==> src/rtl/sram_arb_pkg.sv <==
// Shared types and helpers for the two-port SRAM arbiter.
package sram_arb_pkg;

   typedef enum logic [1:0] {
      IDLE,
      SETUP,
      STROBE,
      ACK
   } state_t;

   localparam logic PORT_A = 1'b0;
   localparam logic PORT_B = 1'b1;

   // Pick a port among live requests; a tie goes to the port not served last.
   function automatic logic pick_port(input logic req_a, input logic req_b, input logic last);
      if (req_a && req_b) begin
         return ~last;
      end else if (req_a) begin
         return PORT_A;
      end else begin
         return PORT_B;
      end
   endfunction

endpackage

==> src/rtl/sram_arb.sv <==
// Two-port arbiter and strobe sequencer for a 256Kx16 asynchronous SRAM
// used as 512 KB of byte-wide memory. Every output is a register.
module sram_arb
   import sram_arb_pkg::*;
#(
   parameter int WAIT = 1
) (
   input  logic        clk,
   input  logic        reset_n,
   input  logic        a_req,
   input  logic        a_we,
   input  logic [18:0] a_addr,
   input  logic [7:0]  a_di,
   output logic [7:0]  a_do,
   output logic        a_ack,
   input  logic        b_req,
   input  logic        b_we,
   input  logic [18:0] b_addr,
   input  logic [7:0]  b_di,
   output logic [7:0]  b_do,
   output logic        b_ack,
   output logic [17:0] sram_a,
   input  logic [15:0] sram_dq_i,
   output logic [15:0] sram_dq_o,
   output logic        sram_dq_oe,
   output logic        sram_ce_n,
   output logic        sram_oe_n,
   output logic        sram_we_n,
   output logic        sram_ub_n,
   output logic        sram_lb_n
);

   localparam logic [2:0] WAIT_CNT = 3'(WAIT);

   state_t      state;
   logic        grant;
   logic        last_grant;
   logic        lat_we;
   logic        lat_lane;
   logic [2:0]  wait_cnt;
   logic        mask_valid;
   logic        mask_port;

   logic        a_live;
   logic        b_live;
   logic        next_grant;
   logic        sel_we;
   logic [18:0] sel_addr;
   logic [7:0]  sel_di;
   logic [7:0]  lane_byte;

   // The port served in the previous transaction is ignored for one IDLE cycle.
   assign a_live = a_req && !(mask_valid && (mask_port == PORT_A));
   assign b_live = b_req && !(mask_valid && (mask_port == PORT_B));

   // Steer the winning port's request fields toward the latch point.
   always_comb begin
      next_grant = pick_port(a_live, b_live, last_grant);
      sel_we     = (next_grant == PORT_A) ? a_we   : b_we;
      sel_addr   = (next_grant == PORT_A) ? a_addr : b_addr;
      sel_di     = (next_grant == PORT_A) ? a_di   : b_di;
      lane_byte  = lat_lane ? sram_dq_i[15:8] : sram_dq_i[7:0];
   end

   // Sequencer: IDLE grants and latches, SETUP opens the chip, STROBE holds
   // OE_N or WE_N low for WAIT cycles, ACK closes the chip and pulses ack.
   always_ff @(posedge clk or negedge reset_n) begin
      if (!reset_n) begin
         state      <= IDLE;
         grant      <= PORT_A;
         last_grant <= PORT_B;
         lat_we     <= 1'b0;
         lat_lane   <= 1'b0;
         wait_cnt   <= 3'd0;
         mask_valid <= 1'b0;
         mask_port  <= PORT_A;
         a_do       <= 8'h00;
         a_ack      <= 1'b0;
         b_do       <= 8'h00;
         b_ack      <= 1'b0;
         sram_a     <= 18'h00000;
         sram_dq_o  <= 16'h0000;
         sram_dq_oe <= 1'b0;
         sram_ce_n  <= 1'b1;
         sram_oe_n  <= 1'b1;
         sram_we_n  <= 1'b1;
         sram_ub_n  <= 1'b1;
         sram_lb_n  <= 1'b1;
      end else begin
         a_ack <= 1'b0;
         b_ack <= 1'b0;
         case (state)
            IDLE: begin
               mask_valid <= 1'b0;
               if (a_live || b_live) begin
                  grant      <= next_grant;
                  lat_we     <= sel_we;
                  lat_lane   <= sel_addr[0];
                  sram_a     <= sel_addr[18:1];
                  sram_dq_o  <= {sel_di, sel_di};
                  sram_dq_oe <= sel_we;
                  sram_ce_n  <= 1'b0;
                  sram_ub_n  <= ~sel_addr[0];
                  sram_lb_n  <= sel_addr[0];
                  state      <= SETUP;
               end
            end
            SETUP: begin
               if (lat_we) begin
                  sram_we_n <= 1'b0;
               end else begin
                  sram_oe_n <= 1'b0;
               end
               wait_cnt <= 3'd1;
               state    <= STROBE;
            end
            STROBE: begin
               if (wait_cnt == WAIT_CNT) begin
                  sram_oe_n  <= 1'b1;
                  sram_we_n  <= 1'b1;
                  sram_ce_n  <= 1'b1;
                  sram_ub_n  <= 1'b1;
                  sram_lb_n  <= 1'b1;
                  sram_dq_oe <= 1'b0;
                  if (grant == PORT_A) begin
                     a_ack <= 1'b1;
                     if (!lat_we) begin
                        a_do <= lane_byte;
                     end
                  end else begin
                     b_ack <= 1'b1;
                     if (!lat_we) begin
                        b_do <= lane_byte;
                     end
                  end
                  last_grant <= grant;
                  state      <= ACK;
               end else begin
                  wait_cnt <= wait_cnt + 3'd1;
               end
            end
            ACK: begin
               mask_valid <= 1'b1;
               mask_port  <= grant;
               wait_cnt   <= 3'd0;
               state      <= IDLE;
            end
            default: begin
               state <= IDLE;
            end
         endcase
      end
   end

endmodule

==> config.mk <==
export PLATFORM = sky130hd
export DESIGN_NAME = sram_arb
export DESIGN_NICKNAME = d
export VERILOG_FILES = /design/src/rtl/sram_arb_pkg.sv /design/src/rtl/sram_arb.sv
export SDC_FILE = /design/constraint.sdc
export NUM_CORES = 1
export LEC_CHECK = 0
export ABC_CLOCK_PERIOD_IN_PS = 1720
export CAP_MARGIN = 20
export CORE_UTILIZATION = 24
export DETAILED_ROUTE_END_ITERATION = 10
export PLACE_DENSITY = 0.52
export SLEW_MARGIN = 0
export SYNTH_ARGS = -nofsm -noshare
export SYNTH_HDL_FRONTEND = slang
export SYNTH_SLANG_ARGS = --single-unit
==> constraint.sdc <==
create_clock -name clk -period 1.72 [get_ports clk]
set_input_delay 0.344 -clock clk [delete_from_list [all_inputs] [get_ports clk]]
set_output_delay 0.344 -clock clk [all_outputs]
set_load 0.05 [all_outputs]
==> impl_metrics.csv, run 1 <==
group,metric,value,unit
outcome,status,"complete, no violations",
synthesis,ys_seq_area_share,52.15,%
timing,skew,0.007981,ns
die,rows,40,
setup_path,reg2reg_to,"state[1]$_DFFE_PN0P_",
setup_path,critPathMaxFanout,4,
setup_path,start_kind,"flop",
layout,final-seq-area,1534,um^2
setup_path,crit_arrival,1.85,ns
drt,drt_iter0_drc,58,
global_route,grtUsageTotal,12.37,%
synthesis,syn_avg_cell_area,11.06,um^2
place,dp_slack,-0.2970,ns
timing,tightest_slew,0.3378,ns
setup_path,cp.required,1.93,ns
timing,slew_viol_final,0,
global_route,grt_pass1_wl,12.48,mm
die,die_area,12700,um^2
place,gp_congestion,0.7209,
timing,worst_slack,0.07789,ns
drt,wl_met2,3.610,mm
global_route,grt_overflow,0,
drt,top_layer_used,"met4",
clock_network,cts_tree,"built",
synthesis,syn_nets,349,
drt,routed_wl,7.505,mm
place,place_inst,546,
setup_path,path_class,"flop to flop",
drt,vias_per_cell,4.276,
layout,nNetsFinal,500,
layout,synthToLayoutAreaGrowth,66.14,%
clock_network,clock_latency,0.32,ns
drt,vias,2433,
setup_path,end_kind,"flop",
die,fp.dieH,112.7,um
clock_network,cts_root_buf,"clkbuf_16",
setup_path,regToRegSetupSlack,0.08,ns
die,ios,134,
setup_path,ff2ff_path_depth,7,
timing,setup_viol,0,
die,core_area,11960,um^2
layout,final_cells,569,
place,portBuffers,133,
timing,post-route-period-util,95.47,%
die,initial_core_util,24.59,%
layout,fill_cells,1169,
drt,wl_per_cell,13.19,um
synthesis,synth_cells,266,
layout,mostFrequentLayoutCell,"buf_4",
setup_path,r2r_start,"state[1]$_DFFE_PN0P_",
clock_network,clk_path_buf_depth,2,
power,p_leak,2.284,nW
min_path,hold_class,"input port to async pin",
synthesis,yosysWarnings,0,
synthesis,netlist_area,2942,um^2
timing,finalHoldViolCount,0,
place,hpwl,5.581,mm
layout,multiInputGateArea,1226,um^2
clock_network,cts_buffers,9,
clock_network,clock_sinks,61,
die,die_w,112.7,um
synthesis,yosys_register_bits,61,
drt,dr.pass1.iters,4,
timing,slew_headroom,77.48,%
global_route,antenna_found_initial,0,
global_route,grt_start_max_net_pins,62,
layout,drive_gt1_share,30.57,%
run,drv_cap,0,
power,peakVddDrop,0.0009224,V
timing,timing.fmax,609.0,MHz
synthesis,synth_cell_types,38,
clock_network,ctsHtreeMaxLevel,3,
power,p_per_area,2185,nW/um^2
timing,post-route-min-period,1.642,ns
layout,n_antenna_cell,0,
global_route,grt_pass1_vias,2505,
drt,wl_met3,427,um
clock_network,clk_pin_slew_worst_paths,0.06,ns
drt,wl_met1,3.389,mm
drt,drcViolationCount,0,
layout,final_cell_mix,"buf_4, clkdlybuf4s50_1, dfrtp_1",
drt,antenna_left,0,
layer usage:
layer	up-vias	GRT usage, %
li1	1222	-
met3	7	3.910
met5	-	0
met1	1134	15.12
met2	70	20.82
met4	0	3.733
worst max-delay path: stages (launching register included):
cell,delay [ns]
dfrtp_1,0.39
inv_1,0.07
ha_1,0.19
buf_4,0.15
nand2b_1,0.07
o32ai_1,0.10
a21oi_1,0.20
mux2_2,0.36
stage by stage:
stage          power (mW)  hold slack, ns  util, %   TNS (ns)  instance area, um^2
2_1_floorplan       6.613         0.04841        -          0                 2942
3_3_place_gp        8.501          0.3850    37.25     -7.178                 4456
3_5_place_dp        8.568          0.3931    37.25     -7.987                 4456
4_1_cts             10.71         0.04457    40.17          0                 4805
5_1_grt             11.31         0.04963    40.86  -0.008193                 4887
6_report            10.68         0.02489    40.86          0                 4887
area by class of cell:
cell class | count | share of cell area, %
timing repair buffer | 162 | 31.93
sequential | 61 | 31.39
multi-input combinational | 174 | 25.09
clock buffer | 10 | 4.890
tap | 147 | 3.763
clock inverter | 6 | 2.253
inverter | 9 | 0.6912
how the worst max path moves through the flow:
| stage | from | endpoint | slack [ns] | depth (start not counted) |
|---|---|---|---|---|
| 2_1_floorplan | state[0]$_DFFE_PN0P_ | b_do[5]$_DFFE_PN0P_ | 0.09 | 7 |
| 3_3_place_gp | b_req | lat_lane$_DFFE_PN0P_ | -0.26 | 6 |
| 3_5_place_dp | b_req | lat_lane$_DFFE_PN0P_ | -0.30 | 6 |
| 4_1_cts | b_req | sram_ub_n$_DFFE_PN1P_ | 0.04 | 6 |
| 5_1_grt | state[1]$_DFFE_PN0P_ | state[1]$_DFFE_PN0P_ | -0.008 | 7 |
| 6_report | state[1]$_DFFE_PN0P_ | state[1]$_DFFE_PN0P_ | 0.08 | 7 |
cells in the mapped netlist:
master,number,share of area (%)
dfrtp_1,55,47
o32ai_2,1,0.55
nand2_1,30,3.8
inv_2,1,0.13
inv_1,8,1.0
buf_2,5,0.85
o21ai_1,16,2.7
a21oi_1,20,3.4
o21ai_2,3,0.89
buf_4,8,2.0
clkbuf_2,2,0.34
nand2b_4,1,0.47
o32a_1,1,0.34
clkbuf_1,4,0.51
o21ai_0,13,2.2
ha_1,7,3.0
a21boi_2,1,0.38
a2bb2oi_1,1,0.30
o22ai_1,1,0.21
nor3_2,1,0.34
nor2_1,21,2.7
nand3b_4,1,0.68
nor4_1,1,0.21
dfstp_2,6,5.4
nor2b_1,1,0.21
o31ai_1,2,0.51
mux2i_1,38,13
o22a_1,1,0.30
o221ai_2,1,0.51
nor3b_2,1,0.43
buf_12,2,1.4
a21o_1,1,0.26
nand2b_1,2,0.43
o311ai_4,1,0.89
o32ai_1,1,0.30
mux2_2,5,1.9
and2_1,1,0.21
buf_8,1,0.51
cell families after synthesis:
kind of cell / after synthesis / synth area share (%)
compound gates: 64 / 13.78
fa+ha+maj: 7 / 2.977
flops: 61 / 52.15
simple gates: 60 / 9.486
mux: 43 / 14.84
buf+inv: 31 / 6.763
flip-flops by register name, indices dropped and copies added (netlist names), 2 cells and up:
signal / flops
sram_a: 18
state: 2
wait_cnt: 3
sram_dq_o: 8
a_do: 8
b_do: 8
timing repair:
action	CTS	global route
gates resized for setup	0	4
endpoints found under the hold margin	0	0
endpoints found under the setup margin	0	19
buffers inserted	0	6
hold buffers	0	0
where the power goes:
group	internal [mW]	switching, mW
Clock	1.45	0.635
Sequential	2.15	0.477
Combinational	2.27	3.70
Power figures use the tool's default switching activity.
==> inputs of run 2 (changes only) <==
- CORE_ASPECT_RATIO: default -> 1.1
==> impl_metrics.csv, run 2 (synthesized netlist as in run 1, its figures left out) <==
group,metric,value,unit
setup_path,end_kind,"flop",
layout,mostFrequentLayoutCell,"clkdlybuf4s50_1",
place,portBuffers,133,
clock_network,clock_sinks,61,
die,fp.dieH,118.1,um
timing,grt_setup_unrepaired,"true",
timing,setup_viol,0,
drt,drt_iter0_drc,56,
clock_network,cts_buffers,9,
clock_network,cts_tree,"built",
clock_network,clk_pin_slew_worst_paths,0.05,ns
global_route,grt_pass1_wl,12.36,mm
setup_path,crit_chain,"clkdlybuf4s50_1 > inv_2 > o311ai_4 > buf_12 > buf_16 > mux2i_1 > o21ai_2",
outcome,status,"complete, no violations",
setup_path,crit_arrival,1.84,ns
place,placed_area,4429,um^2
place,hpwl,5.725,mm
run,drv_cap,0,
layout,drive_gt1_share,29.30,%
die,initial_core_util,24.55,%
global_route,grt_pass1_vias,2447,
timing,post-route-min-period,1.634,ns
drt,vias,2405,
global_route,grt_start_max_net_pins,62,
place,gp_congestion,0.7301,
setup_path,critPathSlowestCell,"clkdlybuf4s50_1",
timing,timing.fmax,611.9,MHz
die,die_area,12700,um^2
drt,antenna_left,0,
min_path,hold_class,"input port to async pin",
layout,synthToLayoutAreaGrowth,61.46,%
global_route,antenna_found_initial,0,
timing,finalHoldViolCount,0,
layout,n_antenna_cell,0,
die,core_area,11980,um^2
die,die_w,107.6,um
global_route,grt_overflow,0,
drt,wl_per_cell,13.47,um
die,rows,42,
layout,final_cell_mix,"clkdlybuf4s50_1, buf_4, dfrtp_1",
setup_path,slowest_delay,0.51,ns
layout,nNetsFinal,491,
drt,drcViolationCount,0,
timing,post-route-period-util,95.02,%
layout,stdcell_area,4750,um^2
setup_path,path_class,"input port to flop",
setup_path,start_kind,"input port",
timing,slew_headroom,64.20,%
global_route,grtUsageTotal,12.59,%
setup_path,critPathMaxFanout,8,
clock_network,ctsHtreeMaxLevel,3,
layout,largest_register_ffs,18,
clock_network,post_cts_buffers,0,
drt,routed_wl,7.640,mm
timing,slew_viol_final,0,
layout,fill_cells,1167,
clock_network,cts_root_buf,"clkbuf_16",
power,p_per_area,2131,nW/um^2
power,peakVddDrop,0.0009588,V
timing,hold_ws,0.02560,ns
die,ios,134,
clock_network,ctsHoldBuffers,0,
setup_path,cp.required,1.93,ns
power,p_leak,2.200,nW
clock_network,clock_latency,0.32,ns
timing,tightest_slew,0.5370,ns
layout,registers.top_by_ff_count,"sram_a",
clock_network,clk_path_buf_depth,2,
drt,dr.pass1.iters,4,
drt,vias_per_cell,4.242,
timing,skew,0.005521,ns
-- run 2: through the flow --
step	cells	power [mW]	setup TNS (ns)	setup slack (ns)	util [%]
final	567	10.12	0	0.08564	39.64
after CTS	566	10.18	0	0.03063	39.16
after global placement	550	8.473	-7.712	-0.2752	36.97
after global routing	567	10.75	-0.07924	-0.03367	39.64
after detailed placement	550	8.558	-8.980	-0.3103	36.97
after floorplan	266	6.613	0	0.08585	-
-- run 2: area by class of cell --
type                            count  area [um^2]  area share [%]
Tap cell                          154        192.7           4.057
Timing Repair Buffer              153         1489           31.35
Sequential cell                    61         1534           32.30
Multi-Input combinational cell    174         1240           26.11
Clock buffer                       11        232.7           4.900
Clock inverter                      5        27.53          0.5796
Inverter                            9        33.78          0.7113
-- run 2: path summary, 6_finish.rpt --
path                                                  to             startpoint  slack [ns]  cells past startpoint
worst max register to register       b_do[5]$_DFFE_PN0P_   state[0]$_DFFE_PN0P_        0.10                      7
max in group asynchronous          sram_ub_n$_DFFE_PN1P_                reset_n        1.37                      2
min in group clk                   sram_a[5]$_DFFE_PN0P_  sram_a[5]$_DFFE_PN0P_        0.48                      2
worst min-delay path                 a_do[0]$_DFFE_PN0P_                reset_n        0.03                      2
worst min register to register     sram_a[5]$_DFFE_PN0P_  sram_a[5]$_DFFE_PN0P_        0.48                      2
worst max-delay path            sram_dq_o[8]$_DFFE_PN0P_                  b_req        0.09                      7
-- run 2: per-layer routing --
| metal | track usage [%] | routed length (um) | vias to the layer above |
|---|---|---|---|
| met1 | 15.45 | 3234 | 1120 |
| met2 | 20.75 | 3792 | 73 |
| met4 | 4.966 | 133 | 0 |
| met5 | 0 | 0 | - |
| met3 | 3.378 | 480 | 11 |
| li1 | - | - | 1201 |
-- run 2: repair_timing --
| action | in CTS | in global routing |
|---|---|---|
| pin swaps | 0 | 1 |
| setup endpoints to repair | 6 | 19 |
| gates cloned | 0 | 1 |
| gates resized for setup | 1 | 7 |
-- run 2: worst max-delay path: cells and delay by family --
family	cells	cell delay, ns
muxes	1	0.23
buffers and inverters	4	0.88
AOI/OAI and AO/OA	2	0.37
-- run 2: report_power, final --
part           total [mW]  leakage [nW]  switching, mW  internal [mW]
registers            2.67         0.715          0.524           2.15
clock network        1.58         0.129          0.617          0.963
logic                5.87          1.36           3.64           2.23
==> inputs of run 3 (changes only) <==
- ABC_CLOCK_PERIOD_IN_PS: 1720 -> 1340
- clock period: 1.72 -> 1.34 ns (I/O delays scaled with it)
==> impl_metrics.csv, run 3 (synthesized netlist as in run 1, its figures left out) <==
group,metric,value,unit
setup_path,end_kind,"flop",
timing,slew_viol_final,0,
die,initial_core_util,24.55,%
place,placed_area,5264,um^2
global_route,grtUsageTotal,14.24,%
timing,slew_headroom,74.24,%
layout,drive_gt1_share,44.34,%
clock_network,ctsHtreeMaxLevel,3,
power,switching_share,42.82,%
timing,setup_viol,53,
global_route,grt_pass1_vias,2674,
timing,post-route-min-period,1.562,ns
layout,stdcell_area,6141,um^2
power,p_per_area,2813,nW/um^2
drt,antenna_left,0,
layout,nNetsFinal,521,
drt,routed_wl,9.330,mm
clock_network,clock_latency,0.33,ns
clock_network,cts_buffers,9,
layout,final_util,51.25,%
global_route,antenna_found_initial,0,
setup_path,reg2reg_to,"state[1]$_DFFE_PN0P_",
layout,final_cell_mix,"clkdlybuf4s50_1, buf_12, dfrtp_1",
place,dp_slack,-0.6478,ns
power,p_comb_share,65.7,%
place,portBuffers,133,
power,peakVddDrop,0.001266,V
clock_network,clock_sinks,61,
clock_network,cts_root_buf,"clkbuf_16",
clock_network,clk_path_buf_depth,2,
setup_path,slowest_delay,0.36,ns
timing,post-route-period-util,116.6,%
setup_path,critPathSlowestCell,"dfrtp_1",
power,p_leak,2.671,nW
layout,final_cells,596,
timing,hold_ws,0.4559,ns
setup_path,crit_chain,"inv_2 > buf_4 > ha_4 > nand2b_1 > o32ai_4 > a21oi_4 > mux2_2",
min_path,hold_class,"input port to async pin",
die,rows,42,
layout,synthToLayoutAreaGrowth,108.8,%
timing,tightest_slew,0.3864,ns
setup_path,cp.required,1.55,ns
place,place_inst,561,
outcome,status,"complete, but fails checks",
drt,vias_per_cell,4.428,
setup_path,regToRegSetupSlack,-0.22,ns
setup_path,crit_arrival,1.77,ns
outcome,violations,"negative setup slack",
power,p_clk_share,12.0,%
power,power.net_switching,7.396,mW
setup_path,critPathMaxFanout,4,
die,core_area,11980,um^2
drt,vias,2639,
layout,n_antenna_cell,0,
global_route,grt_start_max_net_pins,62,
layout,registers.top_by_ff_count,"sram_a",
timing,finalHoldViolCount,0,
power,p_int,9.878,mW
die,die_area,12700,um^2
clock_network,cts_tree,"built",
global_route,grt_pass1_wl,13.88,mm
clock_network,clk_pin_slew_worst_paths,0.05,ns
layout,final-seq-area,1535,um^2
global_route,grt_overflow,0,
timing,worst_slack,-0.2223,ns
drt,drt_iter0_drc,78,
setup_path,ff2ff_path_depth,7,
place,gp_congestion,0.7479,
layout,largest_register_ffs,18,
die,ios,134,
timing,skew,0.004679,ns
setup_path,start_kind,"flop",
die,die_w,107.6,um
setup_path,r2r_start,"state[0]$_DFFE_PN0P_",
power,seqPwrFrac,22.3,%
drt,drcViolationCount,0,
drt,wl_per_cell,15.65,um
layout,mostFrequentLayoutCell,"clkdlybuf4s50_1",
timing,timing.fmax,640.1,MHz
timing,grt_setup_unrepaired,"true",
place,hpwl,5.913,mm
layout,multiInputGateArea,1583,um^2
drt,dr.pass1.iters,4,
setup_path,path_class,"flop to flop",
run,drv_cap,0,
die,fp.dieH,118.1,um
setup_path,worstSetupStartpoint,"state[0]$_DFFE_PN0P_",
layout,fill_cells,1048,
run 3: changes by cell type in the layout (fill, tap and decap cells not counted), moves of 8 or more:
cell,change
o21ai_1,+8
o21ai_0,-13
buf_4,-43
nor2_1,-11
a21oi_2,+13
a21oi_1,-14
buf_12,+57
nor2_4,+9
buf_6,+10
run 3: worst max path at each step:
stage / slack (ns) / to / cells after the start
floorplan: -0.13 / b_do[5]$_DFFE_PN0P_ / 7
global placement: -0.61 / sram_dq_oe$_DFFE_PN0P_ / 6
detailed placement: -0.65 / sram_dq_oe$_DFFE_PN0P_ / 6
CTS: -0.24 / sram_dq_oe$_DFFE_PN0P_ / 5
global route: -0.30 / a_do[2]$_DFFE_PN0P_ / 9
finish: -0.22 / state[1]$_DFFE_PN0P_ / 7
run 3: what timing repair did:
| item | in CTS | in global routing |
|---|---|---|
| gates cloned | 2 | 7 |
| pin swaps | 5 | 4 |
| hold buffers | 1 | 0 |
| setup endpoints to repair | 57 | 59 |
| hold endpoints to repair | 55 | 0 |
| buffers inserted | 9 | 2 |
| gates resized for setup | 59 | 28 |
run 3: power groups by stage:
stage | clock network [mW] | logic, mW | registers (mW)
finish | 2.08 | 11.3 | 3.85
global route | 2.22 | 11.9 | 3.98
CTS | 2.14 | 10.7 | 3.85
detailed placement | 0 | 9.80 | 3.82
global placement | 0 | 9.73 | 3.78
floorplan | 0 | 3.07 | 5.64
run 3: worst max-delay path, delay by kind of cell, from the launching register on:
kind,cells,cell delay (ns)
compound gates,2,0.27
mux,1,0.35
buf+inv,2,0.19
fa+ha+maj,1,0.17
flops,1,0.36
simple gates,1,0.11
run 3: routing by layer:
| metal | wire length [um] | vias to the layer above | share of wire [%] | global-route usage, % |
|---|---|---|---|---|
| met5 | 0 | - | 0 | 0 |
| met4 | 119 | 0 | 1.3 | 5.137 |
| met3 | 391 | 11 | 4.2 | 3.156 |
| met2 | 4737 | 66 | 51 | 24.32 |
| met1 | 4083 | 1291 | 44 | 17.36 |
| li1 | - | 1271 | - | - |
run 3: per-stage QoR:
stage | power, mW | setup TNS, ns
final | 17.27 | -8.303
after global routing | 18.09 | -12.65
after CTS | 16.69 | -8.374
after detailed placement | 13.62 | -21.78
after global placement | 13.51 | -20.38
after floorplan | 8.713 | -2.929
run 3: final cells by class:
type | instances | area share (%)
Clock buffer | 13 | 4.075
Clock inverter | 2 | 0.1630
Inverter | 9 | 0.6316
Multi-Input combinational cell | 175 | 25.77
Sequential cell | 61 | 25.00
Tap cell | 154 | 3.138
Timing Repair Buffer | 182 | 41.22
